**config.mk**
```make
export PLATFORM = sky130hd
export DESIGN_NAME = uart_rx_deserializer
export DESIGN_NICKNAME = d
export VERILOG_FILES = /design/src/rtl/uart_rx_deserializer.sv
export SDC_FILE = /design/constraint.sdc
export NUM_CORES = 1
export LEC_CHECK = 0
export CAP_MARGIN = 0
export CORE_AREA = 2 2 56 58
export CTS_BUF_LIST = sky130_fd_sc_hd__clkbuf_16
export CTS_CLUSTER_DIAMETER = 50
export DETAILED_ROUTE_END_ITERATION = 8
export DIE_AREA = 0 0 58 60
export HOLD_SLACK_MARGIN = 0.03
export PLACE_DENSITY = 0.87
export RECOVER_POWER = 100
export SLEW_MARGIN = 20
export SYNTH_ARGS = -nofsm -noshare
export SYNTH_HDL_FRONTEND = slang
export SYNTH_SLANG_ARGS = --single-unit
```
**constraint.sdc**
```tcl
create_clock -name clk -period 2.7 [get_ports clk]
set_input_delay 0.27 -clock clk [delete_from_list [all_inputs] [get_ports clk]]
set_output_delay 0.27 -clock clk [all_outputs]
set_load 0.02 [all_outputs]
```
**src/rtl/uart_rx_deserializer.sv**
```systemverilog
// UART receive front end: synchronises and oversamples rx_in, frames start/data/parity/stop,
// and hands each good word to the downstream FIFO with a one-cycle Data_Rdy strobe.
module uart_rx_deserializer #(
  parameter int DATA_BITS  = 8,
  parameter int OVERSAMPLE = 16,
  parameter int PARITY_EN  = 1,
  parameter int PARITY_ODD = 0
) (
  input  logic                 clk,
  input  logic                 rst,
  input  logic                 baud_tick,
  input  logic                 rx_in,
  input  logic                 BIST_Mode,
  output logic [DATA_BITS-1:0] Rx_Data,
  output logic                 Data_Rdy,
  output logic                 Parity_Err,
  output logic                 Frame_Err,
  output logic                 Busy
);

  // state   | meaning
  // IDLE    | waiting for a falling edge on the synchronised line
  // START   | confirming the start bit at its mid-point
  // DATA    | sampling DATA_BITS data bits, LSB first
  // PARITY  | sampling the parity bit
  // STOP    | sampling the stop bit and publishing the frame result
  typedef enum logic [2:0] {
    S_IDLE   = 3'd0,
    S_START  = 3'd1,
    S_DATA   = 3'd2,
    S_PARITY = 3'd3,
    S_STOP   = 3'd4
  } state_e;

  localparam int CW = $clog2(OVERSAMPLE);
  localparam int BW = $clog2(DATA_BITS + 1);
  localparam logic [CW-1:0] CNT_HALF = CW'(OVERSAMPLE / 2 - 1);
  localparam logic [CW-1:0] CNT_LAST = CW'(OVERSAMPLE - 1);
  localparam logic [BW-1:0] BIT_LAST = BW'(DATA_BITS - 1);

  state_e state_q, state_d;

  logic                 rx_meta_q, rx_s_q, rx_prev_q;
  logic [CW-1:0]        cnt_q, cnt_d;
  logic [BW-1:0]        bit_idx_q, bit_idx_d;
  logic [DATA_BITS-1:0] shift_q, shift_d;
  logic                 par_bit_q, par_bit_d;
  logic [DATA_BITS-1:0] rx_data_q, rx_data_d;
  logic                 rdy_q, rdy_d;
  logic                 perr_q, perr_d;
  logic                 ferr_q, ferr_d;

  logic fall_edge, mid_tick, bit_tick, par_err;

  assign fall_edge = rx_prev_q && !rx_s_q;
  assign mid_tick  = baud_tick && (cnt_q == CNT_HALF);
  assign bit_tick  = baud_tick && (cnt_q == CNT_LAST);
  assign par_err   = (PARITY_EN != 0) && ((^shift_q ^ par_bit_q) != (PARITY_ODD != 0));

  always_ff @(posedge clk) begin
    if (rst) begin
      state_q <= S_IDLE;
    end else begin
      state_q <= state_d;
    end
  end

  always_comb begin
    state_d = state_q;
    if (BIST_Mode) begin
      state_d = S_IDLE;
    end else begin
      case (state_q)
        S_IDLE:   if (fall_edge) state_d = S_START;
        S_START:  if (mid_tick) state_d = rx_s_q ? S_IDLE : S_DATA;
        S_DATA:   if (bit_tick && (bit_idx_q == BIT_LAST))
                    state_d = (PARITY_EN != 0) ? S_PARITY : S_STOP;
        S_PARITY: if (bit_tick) state_d = S_STOP;
        S_STOP:   if (bit_tick) state_d = S_IDLE;
        default:  state_d = S_IDLE;
      endcase
    end
  end

  always_comb begin
    cnt_d     = cnt_q;
    bit_idx_d = bit_idx_q;
    shift_d   = shift_q;
    par_bit_d = par_bit_q;
    rx_data_d = rx_data_q;
    rdy_d     = 1'b0;
    perr_d    = perr_q;
    ferr_d    = ferr_q;

    // The counter restarts on every state change and wraps inside a bit period.
    if (state_d != state_q) begin
      cnt_d = '0;
    end else if (baud_tick && (state_q != S_IDLE)) begin
      cnt_d = (cnt_q == CNT_LAST) ? '0 : cnt_q + 1'b1;
    end

    if (!BIST_Mode) begin
      case (state_q)
        S_START: if (mid_tick) bit_idx_d = '0;
        S_DATA: begin
          if (bit_tick) begin
            shift_d                = shift_q >> 1;
            shift_d[DATA_BITS-1]   = rx_s_q;
            bit_idx_d              = bit_idx_q + 1'b1;
          end
        end
        S_PARITY: if (bit_tick) par_bit_d = rx_s_q;
        S_STOP: begin
          if (bit_tick) begin
            perr_d = par_err;
            if (rx_s_q) begin
              rx_data_d = shift_q;
              rdy_d     = 1'b1;
              ferr_d    = 1'b0;
            end else begin
              ferr_d    = 1'b1;
            end
          end
        end
        default: ;
      endcase
    end
  end

  always_ff @(posedge clk) begin
    if (rst) begin
      rx_meta_q <= 1'b1;
      rx_s_q    <= 1'b1;
      rx_prev_q <= 1'b1;
      cnt_q     <= '0;
      bit_idx_q <= '0;
      shift_q   <= '0;
      par_bit_q <= 1'b0;
      rx_data_q <= '0;
      rdy_q     <= 1'b0;
      perr_q    <= 1'b0;
      ferr_q    <= 1'b0;
    end else begin
      // rx_prev_q keeps tracking during BIST so a release on a low line is not an edge.
      rx_meta_q <= rx_in;
      rx_s_q    <= rx_meta_q;
      rx_prev_q <= rx_s_q;
      cnt_q     <= cnt_d;
      bit_idx_q <= bit_idx_d;
      shift_q   <= shift_d;
      par_bit_q <= par_bit_d;
      rx_data_q <= rx_data_d;
      rdy_q     <= rdy_d;
      perr_q    <= perr_d;
      ferr_q    <= ferr_d;
    end
  end

  always_comb begin
    Busy       = (state_q != S_IDLE);
    Rx_Data    = rx_data_q;
    Data_Rdy   = rdy_q;
    Parity_Err = perr_q;
    Frame_Err  = ferr_q;
  end

endmodule

```
Word-level counts from Yosys, hierarchy flattened. Cells that the tools add are included.

Shift operators: 0. $lt $le $gt $ge: 0. Div/mod/pow operators: 0. Multiplexer cells: 14. Add/sub/neg operators: 2. Multipliers: 0. Reductions and logical operators: 17. Eq/ne operators: 10. Bitwise gates (word level): 4.

Operators by type and width (number): 3-bit two-way mux (6); 3-bit one-hot mux with 5 select lines (1); 4-bit two-way mux (3); 3-bit AND reduction (3); 4-bit by 1-bit adder with 4-bit output, second input constant (2); 4-bit by 3-bit == test with 1-bit output, second input constant (2); 4-bit one-hot mux with 2 select lines (1); 4-bit AND reduction (2); 8-bit parity (1); 3-bit by 2-bit == test with 1-bit output, second input constant (2); 1-bit logical AND (5); 4-bit == test, second input constant (1); 2-bit inequality test, second input constant (2); 4-bit OR reduction (1); 3-bit by 1-bit == test with 1-bit output, second input constant (1); 3-bit == test, second input constant (1); 3-bit zero test (1); 3-bit inequality test (1); 1-bit NOT (3); 3-bit nonzero test (1); 1-bit two-way mux (2); 2-bit two-way mux (1); 2-bit nonzero test (1); 2-bit OR reduction (1); other kinds (2) (2).

Register bits: 34. Logic and storage cells: 59. Input port bits: 5. Output and inout bits: 12. Memories kept: 0. Bits in read-only memories: 0. Memory bits (writable): 0. Latch bits: 0.

Logic depth before layout (Yosys ltp). Gate-level depths: netlist (run 1).

Word-level depth: 8. Gate-level depth with buffers: 5. Gate-level depth less buffers: 5.

Worst setup path after synthesis (run 1). No wires, ideal clock.

Path type: register to register. Start point: register cnt_q[0]. End point: register cnt_q[0]. Clock period less this slack: 1.688 ns. Setup slack: 1.012 ns. Setup time: 0.112 ns. Arrival: 1.576 ns. Stages on the path, launching flop included: 6. Path through: dfxtp_1 ha_1 and3_1 a21oi_1 or3_4 a2111oi_1.

Word-level cells in the longest chain between the ends: 8.

RTL lines: start: declaration (line 44) `logic [CW-1:0] cnt_q, cnt_d;`; start signal: assignment (line 148) `cnt_q <= cnt_d;`; 4-bit == test (line 57, 99); 1-bit logical AND (line 57) `assign bit_tick = baud_tick && (cnt_q == CNT_LAST);`; 1-bit logical AND (line 76) `S_DATA: if (bit_tick && (bit_idx_q == BIT_LAST))`; 3-bit two-way mux (line 76); 3-bit one-hot mux with 5 select lines (line 73) `case (state_q)`; 3-bit two-way mux (line 70) `if (BIST_Mode) begin`; 3-bit inequality test (line 96) `if (state_d != state_q) begin`; 2-bit OR reduction (no line).

Several ways; a longest one is shown, not always the timed one. A chain may end at the register's enable or synchronous reset.

Worst setup path in the final report (run 1).
Start point: register cnt_q[0]. End point: register shift_q[1].

Word-level cells in the longest chain between the ends: 3.

RTL lines: 4-bit == test (line 57); 1-bit logical AND (line 57); 3-bit AND reduction (no line); end signal: assignment (line 150) `shift_q <= shift_d;`; end: declaration (line 46) `logic [DATA_BITS-1:0] shift_q, shift_d;`.

Every way passes these cells.

==> results of run 1 <==
[cell usage after synthesis, types with 2 or more instances]
cell | n | area share [%]
nand2_1 | 5 | 1.2
and3_1 | 3 | 1.2
nand3b_1 | 2 | 0.93
ha_1 | 2 | 1.6
dfxtp_1 | 34 | 42
a21oi_1 | 7 | 2.2
nor3b_1 | 2 | 0.93
o211ai_1 | 3 | 1.4
a22o_1 | 8 | 4.3
or3b_1 | 2 | 1.1
or3_1 | 2 | 0.78
o21ai_0 | 3 | 0.93
a31oi_1 | 3 | 1.2
and4_1 | 2 | 1.1
nand2b_1 | 3 | 1.2
mux2i_1 | 11 | 6.8
nor3_1 | 4 | 1.2
nor4_1 | 2 | 0.78
xor2_1 | 2 | 1.1
clkbuf_1 | 4 | 0.93
nor2_1 | 14 | 3.3
xnor2_1 | 6 | 3.3
buf_2 | 3 | 0.93
a2111oi_1 | 4 | 2.5
nand3_1 | 8 | 2.5
inv_1 | 3 | 0.70
or2_2 | 3 | 1.2
[sequential cells by signal, summed over array words and instances (netlist names), 3 cells and up]
name	flops
Rx_Data	8
bit_idx_q	4
state_q	3
cnt_q	4
shift_q	8
[placed cells by master, fill, tap and decap left out, drive strengths merged, types with 4 or more instances in the layout]
cell	netlist	routed
dfxtp	34	34
nor2	14	14
dlygate4sd3	0	13
mux2i	11	11
a22o	8	8
nand3	8	8
a21oi	7	7
clkbuf	4	7
xnor2	6	6
nor3	6	6
nand2	5	5
a2111oi	4	4
or2	4	4
[final cells by class]
class	count	area, um^2
Clock buffer	5	125
Clock inverter	3	16.3
Fill cell	239	1010
Inverter	3	11.3
Multi-Input combinational cell	120	855
Sequential cell	34	681
Tap cell	33	41.3
Timing Repair Buffer	18	168
[power groups by stage]
stage,registers [uW],logic (uW),clock network [uW]
after global routing,508,36.1,577
after detailed placement,518,36.0,0
final,507,33.1,550
after CTS,507,36.2,554
after floorplan,517,22.3,0
after global placement,518,34.7,0
[cell families after synthesis]
group                    count (synthesis)
multiplexers                            11
XOR/XNOR                                 9
AO/OA/AOI/OAI                           34
AND/OR/NAND/NOR                         64
flip-flops                              34
buffers and inverters                   11
adder cells (fa/ha/maj)                  2
[critical path, delay by kind of cell, from the launching register on]
kind	cells	cell delay (ns)
adders and majority gates	1	0.31
and+or+nand+nor	3	1.04
muxes	1	0.29
DFF	1	0.39
[through the flow]
step	area, um^2	power (uW)
6_report	1900	1090
3_3_place_gp	1790	553
3_5_place_dp	1790	554
5_1_grt	1900	1120
4_1_cts	1930	1100
2_1_floorplan	1610	539
[metal layers]
layer | wire [um] | up-vias
met4 | 93 | 0
met5 | 0 | -
met1 | 1520 | 623
li1 | - | 649
met2 | 1900 | 36
met3 | 177 | 11
[path summary, 6_finish.rpt]
check | from | to | slack, ns | cells past startpoint
max | cnt_q[0] | shift_q[1] | 0.52 | 5
min | rx_meta_q | rx_s_q | 0.40 | 1
max reg2reg | cnt_q[0] | shift_q[1] | 0.52 | 5
min reg2reg | rx_meta_q | rx_s_q | 0.40 | 1
==> impl_metrics.env, run 1 <==
export IMPL_outcome="finished clean"
export IMPL_die_width_um=58
export IMPL_rows=20
export IMPL_setup_slack_ns=0.524
export IMPL_start_util_pct=55.6
export IMPL_synthesis_instances=165
export IMPL_dpl_hpwl_mm=2.50
export IMPL_synth_cell_types=47
export IMPL_synthAdderAreaFrac_pct=1.55
export IMPL_async_flop_share_pct=0
export IMPL_cts_clk_slew_worst_paths_ns=0.06
export IMPL_cp_slowest_cell="nor3_2"
export IMPL_tightest_slew_ns=0.645
export IMPL_antenna_found_initial=0
export IMPL_grt_pass1_vias=1330
export IMPL_cap_viol_max_count=0
export IMPL_setup_viol=0
export IMPL_grt_overflow=0
export IMPL_die_area_um2=3480
export IMPL_placed_cells=208
export IMPL_clk_latency_ns=0.28
export IMPL_drv_slew=0
export IMPL_cts_root_buf="clkbuf_16"
export IMPL_p_clk_share_pct=50.4
export IMPL_cts_buffers=5
export IMPL_synth_simple_gate_area_share_pct=24.7
export IMPL_first_pass_iters=4
export IMPL_fmax_ghz=0.460
export IMPL_path_max_fanout=7
export IMPL_cts_setup_buffers=0
export IMPL_remaining_drc_errors=0
export IMPL_synth_compound_area_share_pct=15.9
export IMPL_fin_setup_tns_ns=0
export IMPL_worst_setup_path_type="register to register"
export IMPL_io_pins=17
export IMPL_final_nets=189
export IMPL_seqPwrFrac_pct=46.5
export IMPL_num_vias=1319
export IMPL_synth_seq_area_share_pct=42.2
export IMPL_slew_headroom_pct=56.6
export IMPL_gp_congestion=0.881
export IMPL_muxShareOfSynthArea_pct=6.83
export IMPL_cts_buffer_depth=2
export IMPL_gr_max_usage_layer="met2"
export IMPL_p_comb_share_pct=3.0
export IMPL_p_switching_uw=237
export IMPL_p_sw_share_pct=21.7
export IMPL_rsz0062_at_grt="no"
export IMPL_cp_required_ns=2.83
export IMPL_worst_setup_path_end_kind="register"
export IMPL_synth_nets=172
export IMPL_synth_edf_count=0
export IMPL_grt_pass1_wl_mm=6.24
export IMPL_htreeDepth=2
export IMPL_peakVddDrop_v=0.000399
export IMPL_clock_skew_final_ns=0.00524
export IMPL_die_y_um=60
export IMPL_leakage_uw=0.000724
export IMPL_use_met3_pct=6.49
export IMPL_holdBufCountCts=0
export IMPL_min_period_ns=2.18
export IMPL_grt_max_degree=18
export IMPL_utilization_pct=65.3
export IMPL_synthToLayoutAreaGrowth_pct=17.6
export IMPL_place_ws_ns=0.572
export IMPL_cts_sinks=34
export IMPL_drt_iter0_drc=58
export IMPL_core_area_um2=2900
export IMPL_synth_top_family_by_area="simple AND/OR/NAND/NOR gates"
export IMPL_place_port_buffers=16
export IMPL_whs_ns=0.402
export IMPL_ys_warn_count=0
export IMPL_cp_start_kind="register"
export IMPL_viasPerCell=6.11
export IMPL_ctsResizeCount=0
export IMPL_intPower_uw=854
export IMPL_wl_per_cell_um=17.1
export IMPL_power_density_nw_per_um2=575
export IMPL_max_stage_delay_ns=0.64
export IMPL_final_period_utilization_pct=80.6
export IMPL_ant_nets=0
export IMPL_netlist_area_um2=1610
export IMPL_diodes=0
export IMPL_ys_ff_latch=34
export IMPL_grt_util_all_layers_pct=24.4
export IMPL_synth_main_ff_cell="dfxtp_1"
export IMPL_cts_tree="built"
export IMPL_hp_class="register to register"
export IMPL_grt_use_met1_pct=28.6
export IMPL_synthXorXnorAreaFrac_pct=5.74
export IMPL_syn_area_per_cell_um2=9.77
export IMPL_worst_endpoint_arrival_ns=2.31
export IMPL_drive_gt1_share_pct=7.65
export IMPL_crit_chain="ha_1 > nand4_1 > nor3_2 > mux2i_1 > nor2_1"
export IMPL_timing_final_hold_violations=0
export IMPL_routed_wl_mm=3.70
export IMPL_gr_usage_met2_pct=40.6
export IMPL_instances_no_fill=216
Note: power is estimated with default switching activity, not from simulation.
==> run 2, diff against run 1 <==
--- a/config.mk
+++ b/config.mk
@@ -6,13 +6,13 @@
 export NUM_CORES = 1
 export LEC_CHECK = 0
 export CAP_MARGIN = 0
-export CORE_AREA = 2 2 56 58
+export CORE_AREA = 2 2 58 60
 export CTS_BUF_LIST = sky130_fd_sc_hd__clkbuf_16
 export CTS_CLUSTER_DIAMETER = 50
 export DETAILED_ROUTE_END_ITERATION = 8
-export DIE_AREA = 0 0 58 60
+export DIE_AREA = 0 0 60 62
 export HOLD_SLACK_MARGIN = 0.03
-export PLACE_DENSITY = 0.87
+export PLACE_DENSITY = 0.83
 export RECOVER_POWER = 100
 export SLEW_MARGIN = 20
 export SYNTH_ARGS = -nofsm -noshare
==> constraint.sdc (replaced) <==
create_clock -name clk -period 2.2 [get_ports clk]
set_input_delay 0.22 -clock clk [delete_from_list [all_inputs] [get_ports clk]]
set_output_delay 0.22 -clock clk [all_outputs]
set_load 0.02 [all_outputs]
==> run 2 against run 1 <==
  * Highest routed layer unchanged
  * First-iteration DRC count increased by 57%
  * Non-clock buffer count up 2
  * Die area up 6.9%
  * Clock skew up 0.0019 ns
  * Worst setup slack worse by 0.36 ns
  * Maximum frequency grew 6.8%
  * Sequential cell count is the same
  * Sequential share of layout area down 1.9 points
==> impl_metrics.env, run 2 (synthesis results as in run 1) <==
export IMPL_outcome="finished clean"
export IMPL_reg2reg_from="cnt_q[0]"
export IMPL_fmax_ghz=0.491
export IMPL_fin_setup_tns_ns=0
export IMPL_setup_slack_ns=0.163
export IMPL_ctsResizeCount=0
export IMPL_grt_pass1_vias=1328
export IMPL_instances_no_fill=231
export IMPL_holdBufCountCts=0
export IMPL_tightest_slew_ns=0.713
export IMPL_remaining_drc_errors=0
export IMPL_wl_per_cell_um=15.1
export IMPL_setup_viol=0
export IMPL_leakage_uw=0.000775
export IMPL_power_density_nw_per_um2=789
export IMPL_routed_wl_mm=3.49
export IMPL_final_nets=191
export IMPL_drv_slew=0
export IMPL_cts_sinks=34
export IMPL_dpl_hpwl_mm=2.41
export IMPL_final_cell_mix="34 x dfxtp_1, 14 x nor2_1, 12 x dlygate4sd3_1"
export IMPL_num_vias=1326
export IMPL_drt_iter0_drc=91
export IMPL_place_area_um2=1820
export IMPL_utilization_pct=63.0
export IMPL_final_period_utilization_pct=92.6
export IMPL_hp_class="register to register"
export IMPL_gp_congestion=0.961
export IMPL_clock_skew_final_ns=0.00718
export IMPL_rows=21
export IMPL_finalInstanceArea_um2=2000
export IMPL_hp_start="rx_meta_q"
export IMPL_place_port_buffers=16
export IMPL_io_pins=17
export IMPL_highest_layer="met4"
export IMPL_grt_max_degree=18
export IMPL_reg2reg_depth=5
export IMPL_placed_cells=223
export IMPL_place_ws_ns=0.124
export IMPL_rrSetupSlack_ns=0.16
export IMPL_ant_nets=0
export IMPL_whs_endpoint="rx_s_q"
export IMPL_cts_clk_slew_worst_paths_ns=0.06
export IMPL_cp_start_kind="register"
export IMPL_worst_setup_path_type="register to register"
export IMPL_die_width_um=60
export IMPL_diodes=0
export IMPL_clk_latency_ns=0.28
export IMPL_final_common_cell="dfxtp_1"
export IMPL_htreeDepth=2
export IMPL_min_period_ns=2.04
export IMPL_met2_length_mm=1.64
export IMPL_start_util_pct=50.7
export IMPL_slew_headroom_pct=52.2
export IMPL_antenna_found_initial=0
export IMPL_core_area_um2=3180
export IMPL_synthToLayoutAreaGrowth_pct=24.3
export IMPL_die_y_um=62
export IMPL_cap_viol_max_count=0
export IMPL_timing_rr_end="cnt_q[1]"
export IMPL_peakVddDrop_v=0.000502
export IMPL_grt_overflow=0
export IMPL_cp_required_ns=2.35
export IMPL_cts_setup_buffers=0
export IMPL_worst_endpoint_arrival_ns=2.19
export IMPL_path_max_fanout=7
export IMPL_wl_met3_um=194
export IMPL_cts_buffer_depth=2
export IMPL_cts_tree="built"
export IMPL_worst_setup_path_end_kind="register"
export IMPL_grt_pass1_wl_mm=5.98
export IMPL_die_area_um2=3720
export IMPL_cts_root_buf="clkbuf_16"
export IMPL_holdPathStages=1
export IMPL_drive_gt1_share_pct=10.8
export IMPL_viasPerCell=5.74
export IMPL_cts_buffers=5
export IMPL_timing_final_hold_violations=0
export IMPL_rsz0062_at_grt="no"
export IMPL_grt_util_all_layers_pct=22.1
export IMPL_wl_met1_mm=1.57
export IMPL_first_pass_iters=5
run 2: changes by cell type in the layout (fill, tap and decap cells not counted), sizes merged:
cell	delta
clkinv	-1
clkdlybuf4s50	+1
buf	+3
clkinvlp	-1
dlygate4sd3	-1
clkbuf	-1
bufinv	+2
run 2: worst max-delay path by stage:
stage / startpoint / cells after the start / end / slack (ns)
floorplan: cnt_q[0] / 5 / cnt_q[0] / 0.51
global placement: BIST_Mode / 4 / cnt_q[1] / 0.18
detailed placement: BIST_Mode / 4 / cnt_q[1] / 0.12
CTS: state_q[0] / 2 / Busy / 0.21
global route: cnt_q[0] / 5 / cnt_q[1] / 0.05
finish: cnt_q[0] / 5 / cnt_q[1] / 0.16
run 2: layer usage:
metal,up-vias,track usage [%]
met4,0,13.0
met2,46,32.9
met3,10,7.45
met1,613,27.8
li1,657,-
met5,-,0
run 2: power by group:
| part | internal, uW | switching [uW] | total [uW] |
|---|---|---|---|
| registers | 619 | 3.97 | 623 |
| clock network | 650 | 266 | 916 |
| logic | 17.3 | 25.6 | 42.8 |
| total | 1290 | 295 | 1580 |
run 2: through the flow:
step | hold WS (ns) | power (uW)
after global routing | 0.440 | 1630
after global placement | 0.396 | 678
after detailed placement | 0.408 | 680
after floorplan | 0.324 | 661
final | 0.417 | 1580
after CTS | 0.420 | 1590
run 2: cell type report:
class                           count  area (um^2)
Tap cell                           46         57.6
Fill cell                         250         1170
Clock inverter                      3         68.8
Multi-Input combinational cell    120          875
Inverter                            3         11.3
Sequential cell                    34          681
Clock buffer                        5          125
Timing Repair Buffer               20          186
run 2: worst max-delay path, cell delays in order, from the launching register on:
cell and delay [ns]:
dfxtp_1 0.42, ha_1 0.33, and3_1 0.26, a21oi_1 0.10
or3_4 0.40, a2111oi_0 0.40
